File: config.mk
export PLATFORM = sky130hd
export DESIGN_NAME = mem_arbiter
export DESIGN_NICKNAME = d
export VERILOG_FILES = /design/src/rtl/mem_arbiter.sv
export SDC_FILE = /design/constraint.sdc
export NUM_CORES = 1
export LEC_CHECK = 0
export CORE_MARGIN = 3
export CORE_UTILIZATION = 41
export DETAILED_ROUTE_END_ITERATION = 10
export PLACE_DENSITY = 0.88
export SLEW_MARGIN = 0
export SYNTH_ARGS = -nofsm -noshare
export SYNTH_HDL_FRONTEND = slang
export SYNTH_SLANG_ARGS = --single-unit
File: constraint.sdc
create_clock -name clk -period 2.7 [get_ports clk]
set_clock_uncertainty 0.2 [all_clocks]
set_input_delay 0.675 -clock clk [delete_from_list [all_inputs] [get_ports clk]]
set_output_delay 0.675 -clock clk [all_outputs]
set_load 0.01 [all_outputs]
File: src/rtl/mem_arbiter.sv
// Three-port arbiter (loader, CPU data, instruction fetch) in front of a shared
// single-port memory; one access every three cycles: IDLE -> CMD -> WAIT.
module mem_arbiter #(
    parameter int ADDR_W = 32,
    parameter int DATA_W = 32
) (
    input  logic              clk,
    input  logic              rst_n_i,

    input  logic              ld_req_i,
    input  logic [ADDR_W-1:0] ld_addr_i,
    input  logic              ld_we_i,
    input  logic [DATA_W-1:0] ld_wdata_i,
    output logic              ld_ack_o,
    output logic [DATA_W-1:0] ld_rdata_o,

    input  logic              d_req_i,
    input  logic [ADDR_W-1:0] d_addr_i,
    input  logic              d_we_i,
    input  logic [DATA_W-1:0] d_wdata_i,
    output logic              d_ack_o,
    output logic [DATA_W-1:0] d_rdata_o,

    input  logic              i_req_i,
    input  logic [ADDR_W-1:0] i_addr_i,
    output logic              i_ack_o,
    output logic [DATA_W-1:0] i_rdata_o,

    output logic [ADDR_W-1:0] mem_addr_o,
    output logic              mem_we_o,
    output logic [DATA_W-1:0] mem_wdata_o,
    input  logic [DATA_W-1:0] mem_rdata_i,

    output logic              busy_o
);

    typedef enum logic [1:0] {IDLE, CMD, WAIT} state_t;
    typedef enum logic [1:0] {GNT_LD, GNT_D, GNT_I} grant_t;

    state_t            state, state_nxt;
    grant_t            grant, grant_nxt;
    logic              last_fetch;
    logic              any_req;
    logic [ADDR_W-1:0] addr_q;
    logic              we_q;
    logic [DATA_W-1:0] wdata_q;
    logic [DATA_W-1:0] ld_rdata_q, d_rdata_q, i_rdata_q;

    assign any_req = ld_req_i | d_req_i | i_req_i;

    // Loader always wins; data and fetch take turns when both are pending.
    always_comb begin
        // NOTE: every always_comb output gets a default first so no path can infer a latch.
        grant_nxt = GNT_I;
        if (ld_req_i)
            grant_nxt = GNT_LD;
        else if (d_req_i && i_req_i)
            grant_nxt = last_fetch ? GNT_D : GNT_I;
        else if (d_req_i)
            grant_nxt = GNT_D;
    end

    always_ff @(posedge clk) begin
        // NOTE: sequential state uses non-blocking assignments so every register samples pre-edge values.
        if (!rst_n_i)
            state <= IDLE;
        else
            state <= state_nxt;
    end

    always_comb begin
        state_nxt = state;
        case (state)
            IDLE:    if (any_req) state_nxt = CMD;
            CMD:     state_nxt = WAIT;
            WAIT:    state_nxt = IDLE;
            default: state_nxt = IDLE;
        endcase
    end

    always_ff @(posedge clk) begin
        if (!rst_n_i) begin
            grant      <= GNT_I;
            last_fetch <= 1'b1;
            addr_q     <= '0;
            we_q       <= 1'b0;
            wdata_q    <= '0;
            ld_rdata_q <= '0;
            d_rdata_q  <= '0;
            i_rdata_q  <= '0;
        end else begin
            if (state == IDLE && any_req) begin
                grant <= grant_nxt;
                case (grant_nxt)
                    GNT_LD: begin
                        addr_q  <= ld_addr_i;
                        we_q    <= ld_we_i;
                        wdata_q <= ld_wdata_i;
                    end
                    GNT_D: begin
                        addr_q     <= d_addr_i;
                        we_q       <= d_we_i;
                        wdata_q    <= d_wdata_i;
                        last_fetch <= 1'b0;
                    end
                    default: begin
                        // Fetch is read-only; write data simply holds.
                        addr_q     <= i_addr_i;
                        we_q       <= 1'b0;
                        last_fetch <= 1'b1;
                    end
                endcase
            end
            if (state == WAIT) begin
                case (grant)
                    GNT_LD:  ld_rdata_q <= mem_rdata_i;
                    GNT_D:   d_rdata_q  <= mem_rdata_i;
                    default: i_rdata_q  <= mem_rdata_i;
                endcase
            end
        end
    end

    // Acks are gated by reset so an access interrupted in WAIT is never acknowledged.
    always_comb begin
        busy_o      = (state != IDLE);
        mem_we_o    = (state == CMD) && we_q;
        mem_addr_o  = addr_q;
        mem_wdata_o = wdata_q;
        ld_ack_o    = 1'b0;
        d_ack_o     = 1'b0;
        i_ack_o     = 1'b0;
        if (state == WAIT && rst_n_i) begin
            case (grant)
                GNT_LD:  ld_ack_o = 1'b1;
                GNT_D:   d_ack_o  = 1'b1;
                default: i_ack_o  = 1'b1;
            endcase
        end
        ld_rdata_o = ld_ack_o ? mem_rdata_i : ld_rdata_q;
        d_rdata_o  = d_ack_o  ? mem_rdata_i : d_rdata_q;
        i_rdata_o  = i_ack_o  ? mem_rdata_i : i_rdata_q;
    end

endmodule
== Yosys cells after proc, flatten, opt, wreduce, memory -nomap -nowiden ==
Index checks and enable logic that the tools add are counted.
Storage, ports and cells
  word-level logic and storage cells: 52
  register bits after elaboration: 166
Cells by class
  muxes and demuxes: 19
  bitwise operators: 4
  reductions and logical operators: 15
  equal/unequal tests: 5
Operator list (count)
  one-hot mux 32 bit (2 select lines): 2
  two-way mux 32 bit: 3
  two-way mux 2 bit: 5
  AND reduction 2 bit: 5
  == test 2 x 1 -> 1 bit, second input constant: 3
  zero test 2 bit: 3
  two-way mux 1 bit: 6
  logical AND 1 bit: 4
  one-hot mux 1 bit (2 select lines): 2
  one-hot mux 2 bit (2 select lines): 1
  nonzero test 2 bit: 2
  == test 2 bit, second input constant: 1
  != test 2 bit, second input constant: 1
  NOT 1 bit: 2
  OR 1 bit: 2
  OR reduction 2 bit: 1

== Longest topological paths before layout ==
Gate-level depths: netlist (run 1).
  word-level depth: 6
  gate-level depth with buffers: 7
  gate-level depth less buffers: 5

== Worst setup path after synthesis (run 1) ==
Ideal clock, no wire load.
  kind: input-to-output
  start: input port rst_n_i
  end: output port i_rdata_o[14]
  arrival: 1.688 ns
  cell stages on the path: 5
  required time: 1.825 ns
  path buffers: 3
  path slack: 0.137 ns
  path through: buf_4 and3_1 buf_2 buf_4 mux2_2
On the way
  cells in the longest elaborated chain, start to end: 3
Ends and longest elaborated chain
  from (decl): line 8  | input logic rst_n_i,
  logical AND 1 bit: line 133  | if (state == WAIT && rst_n_i) begin
  two-way mux 1 bit: line 133
  two-way mux 32 bit: line 142  | i_rdata_o = i_ack_o ? mem_rdata_i : i_rdata_q;
  to (decl): line 27  | output logic [DATA_W-1:0] i_rdata_o,
No other way between the ends.

== Final worst setup path (run 1) ==
  start: register state[1]
  end: output port i_rdata_o[23]
On the way
  cells in the longest elaborated chain, start to end: 4
Ends and longest elaborated chain
  from (decl): line 40  | state_t state, state_nxt;
  from (signal assigned): line 68  | state <= state_nxt;
  == test 2 bit: line 133
  logical AND 1 bit: line 133
  two-way mux 1 bit: line 133
  two-way mux 32 bit: line 142
No other way between the ends.

==> flow_summary.ini, run 1 <==
[floorplan]
floorplan.initialDensity_pct = 42.4
ioPinCount = 364
die_x_um = 141
row_count = 48
die_area_um2 = 19800
die_h_um = 141
coreArea_um2 = 17500

[placement]
dp.final_hpwl_um = 19600
place_congestion = 0.832
post_dp_cell_area_um2 = 11700
port_buffers = 363

[critical_path]
critPathTopFamily = buffers and inverters
worstPathArrival_ns = 2.08
cp.buffers_inverters = 5
crit_fanout = 4
worst-setup-path-type = reg2out
crit_path_end_kind = output pin
path_cells = nor2b_4 > buf_4 > and3_4 > buf_12 > buf_6 > clkbuf_16 > mux2_2 > buf_2
max_stage_delay_ns = 0.33
cp.required_ns = 1.82
worst_path_max_delay_cell = dfxtp_2
critical_path_cell_count = 8
start_kind = flip-flop
worstRegToRegCells = 10

[sta]
hold_viol = 0
setup_violations = 97
drv_slew = 0
worst_pin_slew_ns = 0.802
layout_setup_ws_ns = -0.259
fmax_ghz = 0.338
final.min_clock_period_ns = 2.96
rsz0062_at_grt = true
max-slew-margin-rel_pct = 46.6
timing.final.crit_share_pct = 110
hold_slack_ns = 0.275

[synthesis]
yosysTopAreaCellShare_pct = 44.7
yosysSeqAreaShare_pct = 44.7
synth-seq-cells = 166
netlist_instances = 708
synthArstFlopShare_pct = 0
synthTopCellsByArea = dfxtp_1 45%, a22o_1 11%, mux2_2 9.4%, mux2_4 6.9%, a31oi_1 4.0%
yosys-top-cells-count = 166 x dfxtp_1, 96 x a22o_1, 70 x nand2_1
syn-num-nets = 907
syn-cell-area_um2 = 7430
syn_area_per_cell_um2 = 10.5
yosys.area.top_type = dfxtp_1
synthDistinctLibCells = 34
synth-main-ff-cell = dfxtp_1
synth-edff-count = 0
yosysWarnings = 0
synth_most_common_cell = dfxtp_1

[outcome]
violations = setup timing
status = complete, but fails checks

[clock_network]
cts_tree = done
cts_max_level = 4
clkLatencyLatePin_ns = 0.41
clk_pin_slew_ns = 0.06
ctsRootBufferMaster = clkbuf_16
cts.sinks = 166
numCtsBuffers = 17
hold_buffers = 0
clockBufferDepth = 2

[drt]
wl_per_cell_um = 21.9
vias = 7907
viasPerCell = 5.67
drt_first_pass_iters = 7
drc = 0
detail_route.iter0.violations = 539
drt-total-wl_um = 30500
ant_nets = 0

[global_route]
overflow = 0
grt_use_total_pct = 29.2
grt_max_degree = 65
grt_pass1_vias = 8193
grt_first_pass_wirelength_um = 45900
antenna_found_initial = 1

[cells_and_area]
area_growth_pct = 77.2
multi_input_area_um2 = 3790
finalInstanceArea_um2 = 13200
register_area_um2 = 3320
final_core_util_pct = 75.1
nNetsFinal = 1355
drive_above_1_share_pct = 32.3
fillers = 1148

[job]
cap_violations = 0

[min_path]
hp-class = reg2reg
whs_path_depth = 1

[power]
ir_drop_mv = 0.461
power.density_cell_area_nw_per_um2 = 505
p_leak_uw = 0.00550
==> layer usage <==
metal  up-vias  wire length, um  part of all wire [%]  global-route usage, %
met4         0             1380                   4.5                   14.1
met2       373            16200                    53                   53.5
met3        79             1950                   6.4                   6.24
met1      3868            10900                    36                   31.9
met5         -                0                     0                      0
li1       3587                -                     -                      -
==> where the power goes <==
part | leakage, uW | switching, uW | total, uW | internal, uW
Clock | 0.000298 | 1030 | 2580 | 1550
Sequential | 0.00136 | 83.2 | 2680 | 2600
Combinational | 0.00384 | 606 | 1390 | 788
Total | 0.00550 | 1720 | 6650 | 4930
==> layout by cell type (no fill, tap or decap), types with 31 or more instances in the layout <==
| cell | count |
|---|---|
| buf_4 | 84 |
| clkdlybuf4s50_1 | 263 |
| mux2_4 | 67 |
| o21ai_0 | 52 |
| nand2_1 | 70 |
| buf_6 | 81 |
| buf_2 | 31 |
| a22o_1 | 96 |
| a31oi_1 | 47 |
| dfxtp_1 | 165 |
==> through the flow <==
| step | setup WS [ns] | total power (uW) | TNS [ns] | std cells |
|---|---|---|---|---|
| after floorplan | 0.137 | 3220 | 0 | 708 |
| after global placement | -0.280 | 4040 | -23.50 | 1305 |
| after detailed placement | -0.312 | 4070 | -24.82 | 1305 |
| after CTS | -0.310 | 6630 | -18.71 | 1386 |
| after global routing | -0.354 | 6870 | -25.53 | 1394 |
| final | -0.259 | 6650 | -16.55 | 1394 |
==> cell type report <==
cell class | instances | share of cell area, %
sequential | 166 | 25.3
antenna | 1 | 0.0190
inverter | 4 | 0.114
tap | 225 | 2.14
timing repair buffer | 499 | 39.0
clock inverter | 12 | 1.35
multi-input combinational | 468 | 28.8
clock buffer | 19 | 3.29
==> registers in the layout, indices dropped and copies added (netlist names) <==
name,flops
mem_addr_o,32
ld_rdata_q,32
state,2
mem_wdata_o,32
grant,2
d_rdata_q,32
last_fetch,1
we_q,1
i_rdata_q,32
==> repair_timing <==
| item | CTS | global route |
|---|---|---|
| gates resized for setup | 538 | 15 |
| gates cloned | 7 | 2 |
| pin swaps | 2 | 1 |
| endpoints found under the setup margin | 99 | 99 |
| setup buffers | 43 | 8 |
==> final timing paths <==
kind / endpoint / startpoint / slack [ns]
max: i_rdata_o[23] / state[1] / -0.26
min: i_rdata_q[4] / i_rdata_q[4] / 0.28
max reg2reg: ld_rdata_q[16] / state[1] / 0.53
min reg2reg: i_rdata_q[4] / i_rdata_q[4] / 0.28
==> kinds of logic (layout without fill, tap and decap cells) <==
family | Yosys count | after routing | share of synthesized area (%)
other | 0 | 1 | 0
buffers and inverters | 74 | 534 | 6.50
AO/OA/AOI/OAI | 264 | 264 | 25.4
flip-flops | 166 | 166 | 44.7
AND/OR/NAND/NOR | 108 | 108 | 7.08
multiplexers | 96 | 96 | 16.3
(Power assumes the default switching activity.)
==> run 2: changes to the inputs <==
--- a/config.mk
+++ b/config.mk
@@ -9,6 +9,7 @@
 export CORE_UTILIZATION = 41
 export DETAILED_ROUTE_END_ITERATION = 10
 export PLACE_DENSITY = 0.88
+export REMOVE_ABC_BUFFERS = 1
 export SLEW_MARGIN = 0
 export SYNTH_ARGS = -nofsm -noshare
 export SYNTH_HDL_FRONTEND = slang
==> run 2 against run 1 <==
  * The run still ends with setup timing left
  * Sequential share of layout area increased by 0.36 points
  * Cell count decreased by 0.57%
  * Total power decreased by 1.2%
  * Global-route usage decreased by 0.14 points
  * Critical path depth unchanged
  * Maximum frequency increased by 1.9%
  * First-iteration DRC count increased by 3.3%
  * Largest cell class unchanged
==> flow_summary.ini, run 2 (same netlist as run 1, synthesis figures left out) <==
[cells_and_area]
nNetsFinal = 1344
area_growth_pct = 74.8
drive_above_1_share_pct = 31.8
multi_input_area_um2 = 3780
mostFrequentLayoutCell = clkdlybuf4s50_1
final_cell_mix = 263 x clkdlybuf4s50_1, 165 x dfxtp_1, 96 x a22o_1, 82 x buf_4, 81 x buf_6
register_area_um2 = 3320
finalInstanceArea_um2 = 13000
fillers = 1128
stdcell_count = 1386

[global_route]
grt_first_pass_wirelength_um = 45600
overflow = 0
grt_pass1_vias = 8147
grt_max_degree = 65
antenna_found_initial = 3
grt_use_total_pct = 29.1

[placement]
port_buffers = 363
post_dp_cell_area_um2 = 11600
dp.final_hpwl_um = 20100
dp_slack_ns = -0.299
dp_cells = 1306
place_congestion = 0.835

[critical_path]
worst-setup-path-type = reg2out
cp.required_ns = 1.82
rr_startpoint = state[1]
startpoint = state[1]
rr_endpoint = d_rdata_q[26]
worstRegToRegCells = 11
worstPathArrival_ns = 2.03
start_kind = flip-flop
worst_path_max_delay_cell = dfxtp_2
crit_fanout = 5
r2r_setup_slack_ns = 0.31
max_stage_delay_ns = 0.32
path_cells = nor2b_4 > nor2b_4 > and3_4 > buf_12 > buf_12 > buf_16 > mux2_4 > buf_6
crit_path_end_kind = output pin
critical_path.endpoint = ld_rdata_o[11]

[sta]
worst_pin_slew_ns = 0.818
hold_viol = 0
max-slew-margin-rel_pct = 45.4
timing.final.crit_share_pct = 108
rsz0062_at_grt = true
fmax_ghz = 0.344
drv_slew = 0
final.min_clock_period_ns = 2.91
setup_violations = 96
layout_setup_ws_ns = -0.205
hold_slack_ns = 0.277

[floorplan]
die_x_um = 141
coreArea_um2 = 17500
die_area_um2 = 19800
ioPinCount = 364
floorplan.initialDensity_pct = 42.4
die_h_um = 141
row_count = 48

[power]
p_leak_uw = 0.00541
power.density_cell_area_nw_per_um2 = 506
ir_drop_mv = 0.428

[clock_network]
cts_max_level = 4
ctsRootBufferMaster = clkbuf_16
clkLatencyLatePin_ns = 0.41
clockBufferDepth = 2
numCtsBuffers = 17
cts_tree = done
clk_pin_slew_ns = 0.06
hold_buffers = 0
cts.sinks = 166

[drt]
detail_route.iter0.violations = 557
dr_wl_met2_um = 15600
drt_first_pass_iters = 8
drc = 0
met3_length_um = 2120
dr.max_layer_used = met4
viasPerCell = 5.61
ant_nets = 0
met1_length_um = 10900
wl_per_cell_um = 21.8
drt-total-wl_um = 30200
vias = 7773

[job]
cap_violations = 0

[outcome]
status = complete, but fails checks
violations = setup timing

[min_path]
min_from = we_q
hp-class = reg2reg
run 2: cell type report:
cell class                      count  share of cell area (%)
Antenna cell                        3                  0.0578
Clock buffer                       18                    3.38
Clock inverter                     14                    1.24
Inverter                            4                   0.116
Multi-Input combinational cell    468                    29.1
Sequential cell                   166                    25.6
Tap cell                          225                    2.17
Timing Repair Buffer              488                    38.3
run 2: where the power goes:
group | total (uW) | switching, uW | internal (uW)
clock network | 2510 | 1090 | 1420
logic | 1390 | 606 | 781
registers | 2680 | 82.0 | 2600
total | 6570 | 1780 | 4790
run 2: how the worst min path moves through the flow:
stage                     depth (start not counted)       endpoint  slack (ns)
after detailed placement                          1  i_rdata_q[19]        0.26
after CTS                                         1  i_rdata_q[27]        0.28
after global routing                              1  d_rdata_q[14]        0.30
after floorplan                                   2           we_q        0.24
final                                             2           we_q        0.28
after global placement                            2           we_q        0.25
run 2: metal layers:
metal,GRT usage [%],up-vias
met1,31.6,3699
met5,0,-
met4,15.9,0
li1,-,3571
met3,6.75,99
met2,52.0,404
run 2: what timing repair did:
action                     4_1_cts  5_1_grt
resized for setup              519       30
setup buffers                   34       10
setup endpoints to repair       99       98
gates cloned                     5        1
pin swaps                        2        2
run 2: stage by stage:
stage	power, uW	util (%)	TNS, ns
after floorplan	3160	-	-46.09
final	6570	74.0	-12.11
after global placement	4030	66.4	-20.98
after global routing	6800	74.0	-21.58
after CTS	6560	73.1	-14.45
after detailed placement	4060	66.4	-21.89
run 2: critical path: cells and delay by family, from the launching register on:
family,cells,cell delay [ns]
buf+inv,4,0.45
flops,1,0.32
mux,1,0.31
simple gates,3,0.52
==> run 3: changes to the inputs <==
--- a/config.mk
+++ b/config.mk
@@ -5,10 +5,11 @@
 export SDC_FILE = /design/constraint.sdc
 export NUM_CORES = 1
 export LEC_CHECK = 0
-export CORE_MARGIN = 3
-export CORE_UTILIZATION = 41
+export CORE_AREA = 2 2 142 144
 export DETAILED_ROUTE_END_ITERATION = 10
-export PLACE_DENSITY = 0.88
+export DIE_AREA = 0 0 144 146
+export GPL_TIMING_DRIVEN = 0
+export PLACE_DENSITY = 0.83
 export REMOVE_ABC_BUFFERS = 1
 export SLEW_MARGIN = 0
 export SYNTH_ARGS = -nofsm -noshare
==> run 3 against run 2 <==
  * Critical path depth is the same
  * Count of clock-buffer cells in the layout grew 1
  * First-iteration DRC count fell by 7.5%
  * The run still ends with setup timing left
  * Design area down 0.17%
  * Maximum frequency is 3.6% lower
  * Via count down 2.5%
  * Die area increased by 6.4%
  * Global-route usage is 2.9 points lower
  * Setup slack worse by 0.11 ns
  * Register-to-register slack better by 0.05 ns
  * Critical endpoint is now d_rdata_o[4]
  * Highest routed layer unchanged
==> flow_summary.ini, run 3 (same netlist as run 1, synthesis figures left out) <==
[outcome]
violations = setup timing
status = complete, but fails checks

[placement]
place_congestion = 0.836
dp_slack_ns = -1.56
dp.final_hpwl_um = 17600
port_buffers = 363

[clock_network]
clk_pin_slew_ns = 0.07
cts_max_level = 4
cts_tree = done
clockBufferDepth = 2
clkLatencyLatePin_ns = 0.41
ctsRootBufferMaster = clkbuf_16
numCtsBuffers = 17
cts.sinks = 166

[global_route]
overflow = 0
grt_first_pass_wirelength_um = 42600
antenna_found_initial = 0
grt_use_total_pct = 26.1
grt_max_degree = 61
grt_pass1_vias = 7504

[sta]
timing.final.crit_share_pct = 112
max-slew-margin-rel_pct = 44.6
drv_slew = 0
final.min_clock_period_ns = 3.01
fin_setup_tns_ns = -21.72
rsz0062_at_grt = true
worst_pin_slew_ns = 0.830
hold_viol = 0
layout_setup_ws_ns = -0.313
setup_violations = 97
fmax_ghz = 0.332

[drt]
ant_nets = 0
drt_first_pass_iters = 6
detail_route.iter0.violations = 515
drc = 0
wl_per_cell_um = 22.2
vias = 7581
viasPerCell = 5.52
drt-total-wl_um = 30500

[cells_and_area]
mostFrequentLayoutCell = clkdlybuf4s50_1
final_cell_mix = 262 x clkdlybuf4s50_1, 163 x dfxtp_1, 126 x buf_6, 96 x a22o_1, 91 x mux2_4
drive_above_1_share_pct = 29.4
multi_input_area_um2 = 3950
nNetsFinal = 1294
register_area_um2 = 3330
area_growth_pct = 74.5
fillers = 1407
diodes = 0

[critical_path]
worst_path_max_delay_cell = dfxtp_2
cp.required_ns = 1.82
max_stage_delay_ns = 0.33
crit_fanout = 8
cp.buffers_inverters = 4
crit_path_end_kind = output pin
worstPathArrival_ns = 2.14
cpMostUsedCell = buf_6
path_cells = nor2b_4 > nor2b_4 > buf_6 > and3_4 > buf_12 > buf_6 > mux2_4 > buf_6
critPathTopFamily = simple AND/OR/NAND/NOR gates
worst-setup-path-type = reg2out
start_kind = flip-flop

[floorplan]
die_h_um = 146
coreArea_um2 = 19300
ioPinCount = 364
row_count = 51
die_x_um = 144
floorplan.initialDensity_pct = 38.4
die_area_um2 = 21000

[power]
ir_drop_mv = 0.379
p_leak_uw = 0.00520
power.density_cell_area_nw_per_um2 = 502

[min_path]
hp-class = reg2reg

[job]
cap_violations = 0
[run 3: cell types whose count changed in the layout (fill, tap and decap cells not counted), sizes merged, moves of 2 or more]
| cell | before | now |
|---|---|---|
| and3 | 4 | 9 |
| buf | 220 | 166 |
| clkbuf | 19 | 22 |
| clkdlybuf4s15 | 2 | 0 |
| diode | 3 | 0 |
| inv | 12 | 10 |
[run 3: final timing paths]
path	startpoint	end	slack, ns	cells past startpoint
setup / recovery	state[1]	d_rdata_o[4]	-0.31	8
hold / removal	i_rdata_q[18]	i_rdata_q[18]	0.28	1
setup reg to reg	state[1]	i_rdata_q[7]	0.36	10
hold reg to reg	i_rdata_q[18]	i_rdata_q[18]	0.28	1
[run 3: cell type report]
class                           instances  share of cell area [%]
Multi-Input combinational cell        473                    30.5
Sequential cell                       166                    25.7
Clock buffer                           19                    3.42
Timing Repair Buffer                  433                    36.7
Clock inverter                         13                    1.07
Tap cell                              265                    2.56
Inverter                                4                   0.116
[run 3: layer usage]
layer  part of all wire (%)  track usage [%]
met4                    3.1             9.75
met3                    8.3             7.17
met2                     52             47.0
met5                      0                0
met1                     36             29.1
[run 3: where the power goes]
part / internal, uW / total [uW] / switching, uW
registers: 2600 / 2680 / 83.2
logic: 780 / 1390 / 605
clock network: 1330 / 2430 / 1110
[run 3: per-stage QoR]
step / instances / utilization (%) / total power [uW] / area [um^2] / hold slack [ns]
6_report: 1373 / 67.0 / 6500 / 13000 / 0.276
5_1_grt: 1373 / 67.0 / 6730 / 13000 / 0.291
4_1_cts: 1361 / 64.0 / 6440 / 12400 / 0.275
3_5_place_dp: 1272 / 57.4 / 3990 / 11100 / 0.250
3_3_place_gp: 1266 / 56.5 / 3920 / 10900 / 0.252
2_1_floorplan: 638 / - / 3160 / 6960 / 0.236
[run 3: what timing repair did]
item,CTS,global route
pin swaps,4,1
setup endpoints to repair,192,135
resized for setup,479,159
hold buffers,0,0
setup buffers,49,17
cloned,9,2
